### src/rtl/stopwatch_bcd.sv
// stopwatch_bcd: six-digit BCD stopwatch (MM:SS.cc) advanced by the rising
// edges of a 100 Hz square wave sampled in the clk domain.
// Optional lap freeze: define STOPWATCH_LAP_EN to compile in the hold
// registers; without it btn_lap is ignored and lap_active is tied low.
// state_dbg exposes the FSM state register for debug/observation.
module stopwatch_bcd #(
    parameter int MIN_LIMIT = 60
) (
    input  logic       clk,
    input  logic       reset_n,
    input  logic       tick100,
    input  logic       btn_start,
    input  logic       btn_clear,
    input  logic       btn_lap,
    output logic [3:0] cs_ones,
    output logic [3:0] cs_tens,
    output logic [3:0] s_ones,
    output logic [3:0] s_tens,
    output logic [3:0] m_ones,
    output logic [3:0] m_tens,
    output logic       running,
    output logic       lap_active,
    output logic       rollover,
    output logic [1:0] state_dbg
);

    localparam logic [1:0] IDLE   = 2'd0;
    localparam logic [1:0] RUN    = 2'd1;
    localparam logic [1:0] PAUSED = 2'd2;

    localparam logic [3:0] MIN_TENS = 4'(MIN_LIMIT / 10);
    localparam logic [3:0] MIN_ONES = 4'(MIN_LIMIT % 10);

    logic       tick_q, start_q, clear_q;
    logic       tick_ev, start_ev, clear_ev;
    logic [1:0] state, state_n;

    // live count digits and their next values
    logic [3:0] cso_r, cst_r, so_r, st_r, mo_r, mt_r;
    logic [3:0] cso_n, cst_n, so_n, st_n, mo_n, mt_n;
    logic [3:0] mo_inc, mt_inc;
    logic       inc, c_cso, c_cst, c_so, c_st, wrap;

    assign tick_ev  = tick100   & ~tick_q;
    assign start_ev = btn_start & ~start_q;
    assign clear_ev = btn_clear & ~clear_q;
    assign state_dbg = state;

    // next FSM state from a start event (clear is handled at the register)
    always_comb begin
        state_n = state;
        if (start_ev) begin
            case (state)
                IDLE:    state_n = RUN;
                RUN:     state_n = PAUSED;
                PAUSED:  state_n = RUN;
                default: state_n = IDLE;
            endcase
        end
    end

    // BCD ripple increment; every next value is a legal digit
    always_comb begin
        inc   = tick_ev & (state == RUN);
        c_cso = inc   & (cso_r == 4'd9);
        c_cst = c_cso & (cst_r == 4'd9);
        c_so  = c_cst & (so_r  == 4'd9);
        c_st  = c_so  & (st_r  == 4'd5);

        cso_n = inc   ? ((cso_r == 4'd9) ? 4'd0 : cso_r + 4'd1) : cso_r;
        cst_n = c_cso ? ((cst_r == 4'd9) ? 4'd0 : cst_r + 4'd1) : cst_r;
        so_n  = c_cst ? ((so_r  == 4'd9) ? 4'd0 : so_r  + 4'd1) : so_r;
        st_n  = c_so  ? ((st_r  == 4'd5) ? 4'd0 : st_r  + 4'd1) : st_r;

        if (mo_r == 4'd9) begin
            mo_inc = 4'd0;
            mt_inc = mt_r + 4'd1;
        end else begin
            mo_inc = mo_r + 4'd1;
            mt_inc = mt_r;
        end

        wrap = c_st & (mt_inc == MIN_TENS) & (mo_inc == MIN_ONES);
        mo_n = mo_r;
        mt_n = mt_r;
        if (wrap) begin
            mo_n = 4'd0;
            mt_n = 4'd0;
        end else if (c_st) begin
            mo_n = mo_inc;
            mt_n = mt_inc;
        end
    end

    // edge registers, FSM, live count and rollover pulse
    always_ff @(posedge clk) begin
        if (!reset_n) begin
            tick_q   <= 1'b1;
            start_q  <= 1'b0;
            clear_q  <= 1'b0;
            state    <= IDLE;
            running  <= 1'b0;
            rollover <= 1'b0;
            cso_r <= 4'd0; cst_r <= 4'd0; so_r <= 4'd0;
            st_r  <= 4'd0; mo_r  <= 4'd0; mt_r <= 4'd0;
        end else begin
            tick_q  <= tick100;
            start_q <= btn_start;
            clear_q <= btn_clear;
            if (clear_ev) begin
                state    <= IDLE;
                running  <= 1'b0;
                rollover <= 1'b0;
                cso_r <= 4'd0; cst_r <= 4'd0; so_r <= 4'd0;
                st_r  <= 4'd0; mo_r  <= 4'd0; mt_r <= 4'd0;
            end else begin
                state    <= state_n;
                running  <= (state_n == RUN);
                rollover <= wrap;
                cso_r <= cso_n; cst_r <= cst_n; so_r <= so_n;
                st_r  <= st_n;  mo_r  <= mo_n;  mt_r <= mt_n;
            end
        end
    end

`ifdef STOPWATCH_LAP_EN
    logic       lap_q, lap_ev;
    logic [3:0] h_cso, h_cst, h_so, h_st, h_mo, h_mt;

    assign lap_ev = btn_lap & ~lap_q;

    // lap freeze: capture the live count in RUN, any second lap releases
    always_ff @(posedge clk) begin
        if (!reset_n) begin
            lap_q      <= 1'b0;
            lap_active <= 1'b0;
            h_cso <= 4'd0; h_cst <= 4'd0; h_so <= 4'd0;
            h_st  <= 4'd0; h_mo  <= 4'd0; h_mt <= 4'd0;
        end else begin
            lap_q <= btn_lap;
            if (clear_ev) begin
                lap_active <= 1'b0;
            end else if (lap_ev) begin
                if (lap_active) begin
                    lap_active <= 1'b0;
                end else if (state == RUN) begin
                    lap_active <= 1'b1;
                    h_cso <= cso_r; h_cst <= cst_r; h_so <= so_r;
                    h_st  <= st_r;  h_mo  <= mo_r;  h_mt <= mt_r;
                end
            end
        end
    end

    assign cs_ones = lap_active ? h_cso : cso_r;
    assign cs_tens = lap_active ? h_cst : cst_r;
    assign s_ones  = lap_active ? h_so  : so_r;
    assign s_tens  = lap_active ? h_st  : st_r;
    assign m_ones  = lap_active ? h_mo  : mo_r;
    assign m_tens  = lap_active ? h_mt  : mt_r;
`else
    logic unused_lap;
    assign unused_lap = btn_lap;
    assign lap_active = 1'b0;
    assign cs_ones = cso_r;
    assign cs_tens = cst_r;
    assign s_ones  = so_r;
    assign s_tens  = st_r;
    assign m_ones  = mo_r;
    assign m_tens  = mt_r;
`endif

endmodule

### config.mk
export PLATFORM = sky130hd
export DESIGN_NAME = stopwatch_bcd
export DESIGN_NICKNAME = d
export VERILOG_FILES = /design/src/rtl/stopwatch_bcd.sv
export SDC_FILE = /design/constraint.sdc
export NUM_CORES = 1
export LEC_CHECK = 0
export CORE_ASPECT_RATIO = 0.75
export CORE_UTILIZATION = 40
export CTS_CLUSTER_DIAMETER = 60
export DETAILED_ROUTE_END_ITERATION = 10
export GPL_ROUTABILITY_DRIVEN = 0
export GPL_TIMING_DRIVEN = 0
export HOLD_SLACK_MARGIN = 0.08
export PLACE_DENSITY = 0.66
export SYNTH_ARGS = -nofsm -noshare
export SYNTH_HDL_FRONTEND = slang
export SYNTH_SLANG_ARGS = --single-unit
### constraint.sdc
create_clock -name clk -period 2.2 [get_ports clk]
set_clock_uncertainty 0.15 [all_clocks]
set_input_delay 0.33 -clock clk [delete_from_list [all_inputs] [get_ports clk]]
set_output_delay 0.33 -clock clk [all_outputs]
set_load 0.005 [all_outputs]
* Yosys cells after proc, flatten, opt, wreduce, memory -nomap -nowiden
Cells that the tools add are included.
Operators by class: reductions and logical operators 5, bitwise logic cells 14, equal/unequal tests 9, $add $sub $neg 6, muxes and demuxes 8
Operator list (count):
- $add 4x1->4 const B | 6
- $mux 4 | 6
- $eq 4x4->1 const B | 4
- $and 1x1->1 | 10
- $eq 4x3->1 const B | 2
- $eq 2x1->1 const B | 2
- $logic_not 4->1 | 1
- $not 1->1 | 4
- $pmux 2 s2 | 1
- $reduce_or 2->1 | 2
- $reduce_or 3->1 | 1
- $eq 2x2->1 const B | 1
- $logic_not 2->1 | 1
- $mux 2 | 1
Storage, ports and cells: flip-flop bits (word level) 31, input port bits 6, output and inout bits 29, word-level logic and storage cells 54

* Longest topological paths before layout
Gate-level depths: netlist of run 1.
depth after elaboration 10, depth in mapped cells 6, depth with buffers taken out 5

* Worst setup path after synthesis of run 1
OpenSTA, ideal clock, no wires.
path kind reg-to-reg, start point register mo_r[1] (netlist: m_ones[1]), end point register mo_r[2] (netlist: m_ones[2]), path buffers 1, setup slack 405 ps, data arrival time 1519 ps, library setup time 126 ps, required time 1924 ps, cell stages (with the launch flop) 7, period minus slack after synthesis 1795 ps, cell sequence dfxtp_1 buf_2 nand4bb_1 nor4b_2 a311oi_2 o31ai_4 nor2_1
Between the ends: longest elaborated chain between the ends 6, elaborated cells between the ends (all ways) 9, classes of those cells 1 x add/sub; 2 x eq/ne; 2 x mux; 2 x bitwise; 2 x reduce/logical
RTL lines:
- start, declared | RTL line 39 | logic [3:0] cso_r, cst_r, so_r, st_r, mo_r, mt_r;
- start signal, assigned | RTL line 121 | st_r <= st_n; mo_r <= mo_n; mt_r <= mt_n;
- parallel branches: the longest is 6 deep, another holds $add 4x1->4
Several ways; the timed one is not identified. A chain may end at the register's enable or synchronous reset.

* Worst setup path in the final report of run 1
start point register mo_r[1] (netlist: m_ones[1]), end point register mt_r[2] (netlist: m_tens[2])
Between the ends: longest elaborated chain between the ends 6, elaborated cells between the ends (all ways) 9, classes of those cells 1 x add/sub; 2 x eq/ne; 2 x mux; 2 x bitwise; 2 x reduce/logical
RTL lines (RTL line):
- parallel branches: the longest is 6 deep, another holds $add 4x1->4
- end signal, assigned | 121
- end, declared | 39
Several ways; the timed one is not identified.

==> qor.txt, run 1 <==
Max Cap Viol: 0
Mean Syn Cell Area: 9.01 sq um
critical path data arrival time: 2.08 ns
wire length on met3: 163 microns
clock buffer depth: 2
Clock Sinks: 31
post-synthesis cell area: 1580 sq um
sequential cell area fraction in the yosys report: 39.4%
Static Leak: 0.000686 uW
post-synthesis register bit count: 31
Hold Fails Final Rpt: 0
Reg2Reg Depth: 6
DP Area: 1960 sq um
final setup fails: 0
CP Max Fanout: 10
clk_lat worst skew: 0.27 ns
Int Pwr: 801 uW
layout cells sized above 1: 9.86%
slowest CP cell: o31ai_4
initial antenna violation count: 0
min Tclk post-route: 2.08 ns
CTS tree: built
Initial Util: 42.5%
Detail Placement HPWL: 2510 microns
CP Class: reg -> reg
Slew Limit Fails: 0
Worst Setup EP: m_tens[2]
Worst-path clk slew: 0.06 ns
FMAX: 481 MHz
Cell variety after synth: 47
post_cts resized: 0
cts bufs inserted: 5
switching power: 209 uW
Reg power frac: 56.5%
Layout area overhead: 29.0%
Final nets: 221
Hold Path Class: reg -> reg
metal2 WL: 1510 microns
GRT Util Overall: 17.6%
highest routed metal layer: met4
worst r2r dst: m_tens[2]
critical path cell sequence: buf_2 > nand4bb_1 > nor4b_2 > a311oi_2 > o31ai_4 > nor2_1
WL per Instance: 12.8 microns
top post-synthesis cells by area: dfxtp_1, xnor2_1, nor2_1
Rows: 19
initial DRC count: 72
Rel. slew slack: 66.2%
CP startpoint: m_ones[1]
postcts setup bufs: 0
Worst Tran Pin Value: 0.508 ns
metal1 wirelength: 1670 microns
R2R Setup Slk: 0.12 ns
total power: 1010 uW
unrepaired setup endpoints after global routing: no
worst reg2reg path startpoint: m_ones[1]
Primary FF master, synth: dfxtp_1
CP Launch Type: flip-flop
pre-CTS WS: -0.133 ns
io pins: 35
fin util: 54.9%
post-synth top area cell: dfxtp_1
Post-DRT Antenna Nets: 0
drt pass-1 iters: 4
vias: 1356
Post-synth EDFFs: 0
Clock power frac: 38.8%
Mapped Cells: 175
combinational share of power: 4.7%
Port Buffers: 32
pin count of the biggest net entering global routing: 11
Synth warnings: 0
die width: 74.5 microns
core area: 3710 sq um
fin area: 2030 sq um
Die Height: 56.4 microns
worst vdd ir: 0.318 mV
Sw Ratio: 20.7%
Crit. End Element: flip-flop
vias per cell: 5.12
most common cell after layout, fill and taps aside: clkdlybuf4s50_1
Tcrit/Tclk final: 94.5%
Root Driver: clkbuf_8
first-pass GRT wire length: 5580 microns
die area: 4200 sq um
required time of the critical path: 2.20 ns
post-synth top area share: 39.4%
Placed Instances: 259
setup slack after layout: 0.121 ns
Non-Filler Instances: 265
vias in the first global route: 1259
grt ovf: 0
drt drc: 0
most frequent cells in the layout: clkdlybuf4s50_1, dfxtp_1, nor2_1
PD cells: 496 nW/um^2
fill count: 351
Net Count, Synth: 182
total wire length: 3380 microns
cts hold-fix bufs: 0
Async SR Flop Fraction: 0%
Antenna Cells: 0
Max stage delay on crit path: 0.42 ns
run status: completed
H-tree levels: 2
[power by group through the flow]
stage	clock, uW	sequential [uW]	combinational [uW]
floorplan	0	583	25.8
global placement	0	583	46.4
detailed placement	0	583	48.2
CTS	411	571	48.6
global route	435	571	53.0
finish	392	571	47.5
[cells in the mapped netlist (4+ instances only)]
library cell	n
nand3_1	4
nand4bb_1	4
nand2b_1	6
and2_1	4
nand2_1	15
dfxtp_1	31
o21ai_0	7
inv_1	6
a21oi_1	7
xnor2_1	10
nor2_1	23
nor3b_1	4
[critical path, delay by kind of cell (launching register included)]
family / cells / cell delay (ns)
DFF: 1 / 0.30
and+or+nand+nor: 3 / 0.79
buffers and inverters: 1 / 0.16
AOI/OAI and AO/OA: 2 / 0.55
[routing by layer]
layer / GRT usage (%) / vias to the layer above
met3: 5.39 / 5
met1: 23.3 / 638
met2: 26.0 / 28
met4: 8.09 / 0
li1: - / 685
met5: 0 / -
[sequential cells by signal, indices dropped and copies added, names as in the netlist]
name,count
clear_q,1
rollover,1
m_tens,4
running,1
s_ones,4
m_ones,4
state_dbg,2
cs_tens,4
start_q,1
tick_q,1
cs_ones,4
s_tens,4
[cells by family after synthesis]
family | count (synthesis) | synth area share [%]
compound gates | 28 | 12.1
other cells | 1 | 0.238
buf+inv | 11 | 3.17
flops | 31 | 39.4
mux | 5 | 3.33
xor+xnor | 13 | 7.22
fa+ha+maj | 1 | 0.794
simple gates | 85 | 33.7
[per-stage QoR]
stage / TNS (ns) / hold WS (ns)
after global routing: 0 / 0.425
after detailed placement: -0.752 / 0.384
after floorplan: 0 / 0.253
after CTS: 0 / 0.395
final: 0 / 0.392
after global placement: -0.631 / 0.349
[cell type report]
cell class | count | area, sq um | area share, %
repair buffers | 32 | 320 | 15.7
flip-flops and latches | 31 | 621 | 30.5
plain buffers | 5 | 27.5 | 1.35
multi-input cells | 133 | 906 | 44.5
inverters | 6 | 22.5 | 1.11
well taps | 52 | 65.1 | 3.20
clock buffers | 6 | 72.6 | 3.57
[worst min path at each step]
stage	start	to	slack, ns	depth (start not counted)
3_5_place_dp	s_ones[3]	s_ones[3]	0.38	2
6_report	s_ones[3]	s_ones[3]	0.39	2
3_3_place_gp	s_ones[3]	s_ones[3]	0.35	2
4_1_cts	s_ones[3]	s_ones[3]	0.39	2
2_1_floorplan	reset_n	tick_q	0.25	1
5_1_grt	s_ones[3]	s_ones[3]	0.43	2
Note: power is estimated with default switching activity, not from simulation.
==> run 2, diff against run 1 <==
--- a/config.mk
+++ b/config.mk
@@ -5,14 +5,17 @@
 export SDC_FILE = /design/constraint.sdc
 export NUM_CORES = 1
 export LEC_CHECK = 0
+export ABC_AREA = 1
+export CELL_PAD_IN_SITES_DETAIL_PLACEMENT = 1
+export CELL_PAD_IN_SITES_GLOBAL_PLACEMENT = 1
 export CORE_ASPECT_RATIO = 0.75
-export CORE_UTILIZATION = 40
+export CORE_UTILIZATION = 36
 export CTS_CLUSTER_DIAMETER = 60
 export DETAILED_ROUTE_END_ITERATION = 10
 export GPL_ROUTABILITY_DRIVEN = 0
 export GPL_TIMING_DRIVEN = 0
 export HOLD_SLACK_MARGIN = 0.08
-export PLACE_DENSITY = 0.66
+export PLACE_DENSITY_LB_ADDON = 0.1
 export SYNTH_ARGS = -nofsm -noshare
 export SYNTH_HDL_FRONTEND = slang
 export SYNTH_SLANG_ARGS = --single-unit
==> run 2 against run 1 <==
  * Fmax grew 10%
  * Total power grew 21%
  * Non-clock buffer count shrank 1
  * Combinational power grew 15%
  * Routed wire length grew 6.1%
  * Flip-flop and latch count is the same
  * Setup slack gained 0.20 ns
  * Via count grew 7.1%
  * First-iteration DRC count shrank 42%
  * Final cell count grew 19%
  * Utilization shrank 3.8 points
  * Sequential share of layout area shrank 1.4 points
  * Critical endpoint is now m_ones[1]
  * Largest cell class unchanged
  * Highest routed layer unchanged
==> qor.txt, run 2 <==
run status: completed
most frequent cells in the layout: nand2_1, inv_1, clkdlybuf4s50_1
die area: 4800 sq um
initial DRC count: 42
Slew Limit Fails: 0
worst reg2reg path startpoint: m_tens[0]
clock buffer depth: 2
Hold Path Class: reg -> reg
Tcrit/Tclk final: 85.6%
worst vdd ir: 0.344 mV
Max Cap Viol: 0
die width: 79.6 microns
post_cts resized: 0
vias: 1452
grt ovf: 0
Static Leak: 0.000813 uW
post-synth top area cell: dfxtp_1
Int Pwr: 958 uW
CTS tree: built
dominant cell by count in the synthesized netlist: nand2_1
CP Class: in -> reg
Cell variety after synth: 35
PD cells: 571 nW/um^2
critical path cell sequence: clkdlybuf4s50_1 > inv_1 > nor2_2 > nand2_4 > nor2_8 > nand4_4 > nor2_1 > nand2_2 > nand2_4 > nor2_2
cts hold-fix bufs: 0
Rows: 20
R2R Setup Slk: 0.48 ns
FMAX: 531 MHz
most common cell after layout, fill and taps aside: nand2_1
Post-synth EDFFs: 0
total wire length: 3580 microns
drt pass-1 iters: 4
Mean Syn Cell Area: 7.40 sq um
Antenna Cells: 0
Sw Ratio: 21.4%
Root Driver: clkbuf_8
unrepaired setup endpoints after global routing: no
fill count: 514
Initial Util: 39.0%
slowest CP cell: clkdlybuf4s50_1
HP Start: cs_tens[3]
delay-heaviest family, CP: simple AND/OR/NAND/NOR gates
vias per cell: 4.61
CP Launch Type: input pin
Max stage delay on crit path: 0.46 ns
Multi-input gate area: 830 sq um
layout cells sized above 1: 20.8%
H-tree levels: 2
setup_tns: 0 ns
sequential cell area fraction in the yosys report: 38.1%
Async SR Flop Fraction: 0%
Mapped Cells: 220
Port Buffers: 32
Clock power frac: 48.7%
first-pass GRT wire length: 5910 microns
top post-synthesis cells by area: dfxtp_1, nand2_1, inv_1
Clock Sinks: 31
Synth warnings: 0
pin count of the biggest net entering global routing: 11
switching power: 261 uW
total power: 1220 uW
post-synthesis cell area: 1630 sq um
core area: 4180 sq um
Crit. End Element: flip-flop
cts bufs inserted: 5
hold depth: 2
postcts setup bufs: 0
critical path data arrival time: 1.91 ns
Die Height: 60.2 microns
WL per Instance: 11.4 microns
worst r2r dst: m_ones[1]
Final nets: 266
Worst-path clk slew: 0.07 ns
area occupied by registers: 621 sq um
post-synthesis register bit count: 31
Detail Placement HPWL: 2680 microns
initial antenna violation count: 0
Net Count, Synth: 227
Hold Fails Final Rpt: 0
Post-DRT Antenna Nets: 0
CP bufs+invs: 2
required time of the critical path: 2.23 ns
post-synth top area share: 38.1%
vias in the first global route: 1279
Primary FF master, synth: dfxtp_1
drt drc: 0
CP Max Fanout: 8
clk_lat worst skew: 0.29 ns
Layout area overhead: 31.1%
most frequent cells after synthesis: nand2_1, inv_1, dfxtp_1
min Tclk post-route: 1.88 ns
Reg power frac: 46.8%
Hold EP: cs_tens[3]
io pins: 35
combinational share of power: 4.5%
GRT Util Overall: 16.7%
Reg2Reg Depth: 12
final setup fails: 0
-- run 2: cell types whose count changed after synthesis, moves of 4 or more --
cell and delta:
nand2_1 +34, inv_1 +27, nor2_2 +14, nor2_1 -9, xnor2_1 -9, o21ai_2 +7, inv_2 +6, nand2b_1 -6
nand3_1 +4, nand4bb_1 -4
-- run 2: worst max path at each step --
stage | startpoint | endpoint | slack [ns] | depth (start not counted)
after detailed placement | tick100 | m_tens[3] | 0.008 | 10
after global routing | tick100 | m_ones[2] | 0.19 | 10
final | tick100 | m_ones[1] | 0.32 | 10
after floorplan | m_ones[0] | m_ones[0] | 0.68 | 10
after CTS | tick100 | m_ones[1] | 0.30 | 10
after global placement | tick100 | m_ones[0] | 0.004 | 10
-- run 2: power groups by stage --
stage | clock [uW] | sequential (uW) | combinational (uW)
after detailed placement | 0 | 584 | 55.6
after global placement | 0 | 583 | 55.6
after global routing | 640 | 571 | 62.1
after CTS | 612 | 570 | 56.0
after floorplan | 0 | 584 | 32.8
final | 593 | 571 | 54.8
-- run 2: worst reg2reg max path, stage by stage, from the launching register on --
cell and delay (ns):
dfxtp_1 0.44, ha_1 0.20, inv_1 0.05, nand2_1 0.06, nand2_1 0.05, nand2_1 0.06
nand2_1 0.07, inv_1 0.07, nand3_1 0.09, nor2_2 0.10, nand2_2 0.08, nand2_4 0.15
nor2_2 0.05
-- run 2: kinds of logic (layout without fill, tap and decap cells) --
kind of cell / count (synthesis) / count (layout) / synth area share, %
buffers and inverters: 43 / 83 / 10.9
other: 1 / 1 / 0.230
AO/OA/AOI/OAI: 30 / 30 / 11.1
XOR/XNOR: 3 / 3 / 1.61
flip-flops: 31 / 31 / 38.1
AND/OR/NAND/NOR: 111 / 111 / 37.3
adder cells (fa/ha/maj): 1 / 1 / 0.769
-- run 2: final cells by class --
cell class / instances / share of cell area, %
Clock inverter: 2 / 1.64
Sequential cell: 31 / 29.1
Clock buffer: 6 / 3.87
Multi-Input combinational cell: 146 / 38.9
Timing Repair Buffer: 32 / 15.0
Tap cell: 55 / 3.22
Buffer: 4 / 1.47
Inverter: 39 / 6.86
-- run 2: metrics by stage --
| step | setup WS, ns | util, % | instance area (sq um) | instances | hold WS [ns] |
|---|---|---|---|---|---|
| floorplan | 0.678 | - | 1630 | 220 | 0.249 |
| global placement | 0.00354 | 48.3 | 2020 | 307 | 0.318 |
| detailed placement | 0.00808 | 48.3 | 2020 | 307 | 0.321 |
| CTS | 0.298 | 51.1 | 2130 | 315 | 0.331 |
| global route | 0.192 | 51.1 | 2130 | 315 | 0.373 |
| finish | 0.317 | 51.1 | 2130 | 315 | 0.326 |
-- run 2: metal layers --
| metal | wire [microns] | track usage [%] |
|---|---|---|
| met1 | 1910 | 23.4 |
| met2 | 1460 | 22.8 |
| met3 | 160 | 5.04 |
| met4 | 53 | 8.57 |
| met5 | 0 | 0 |
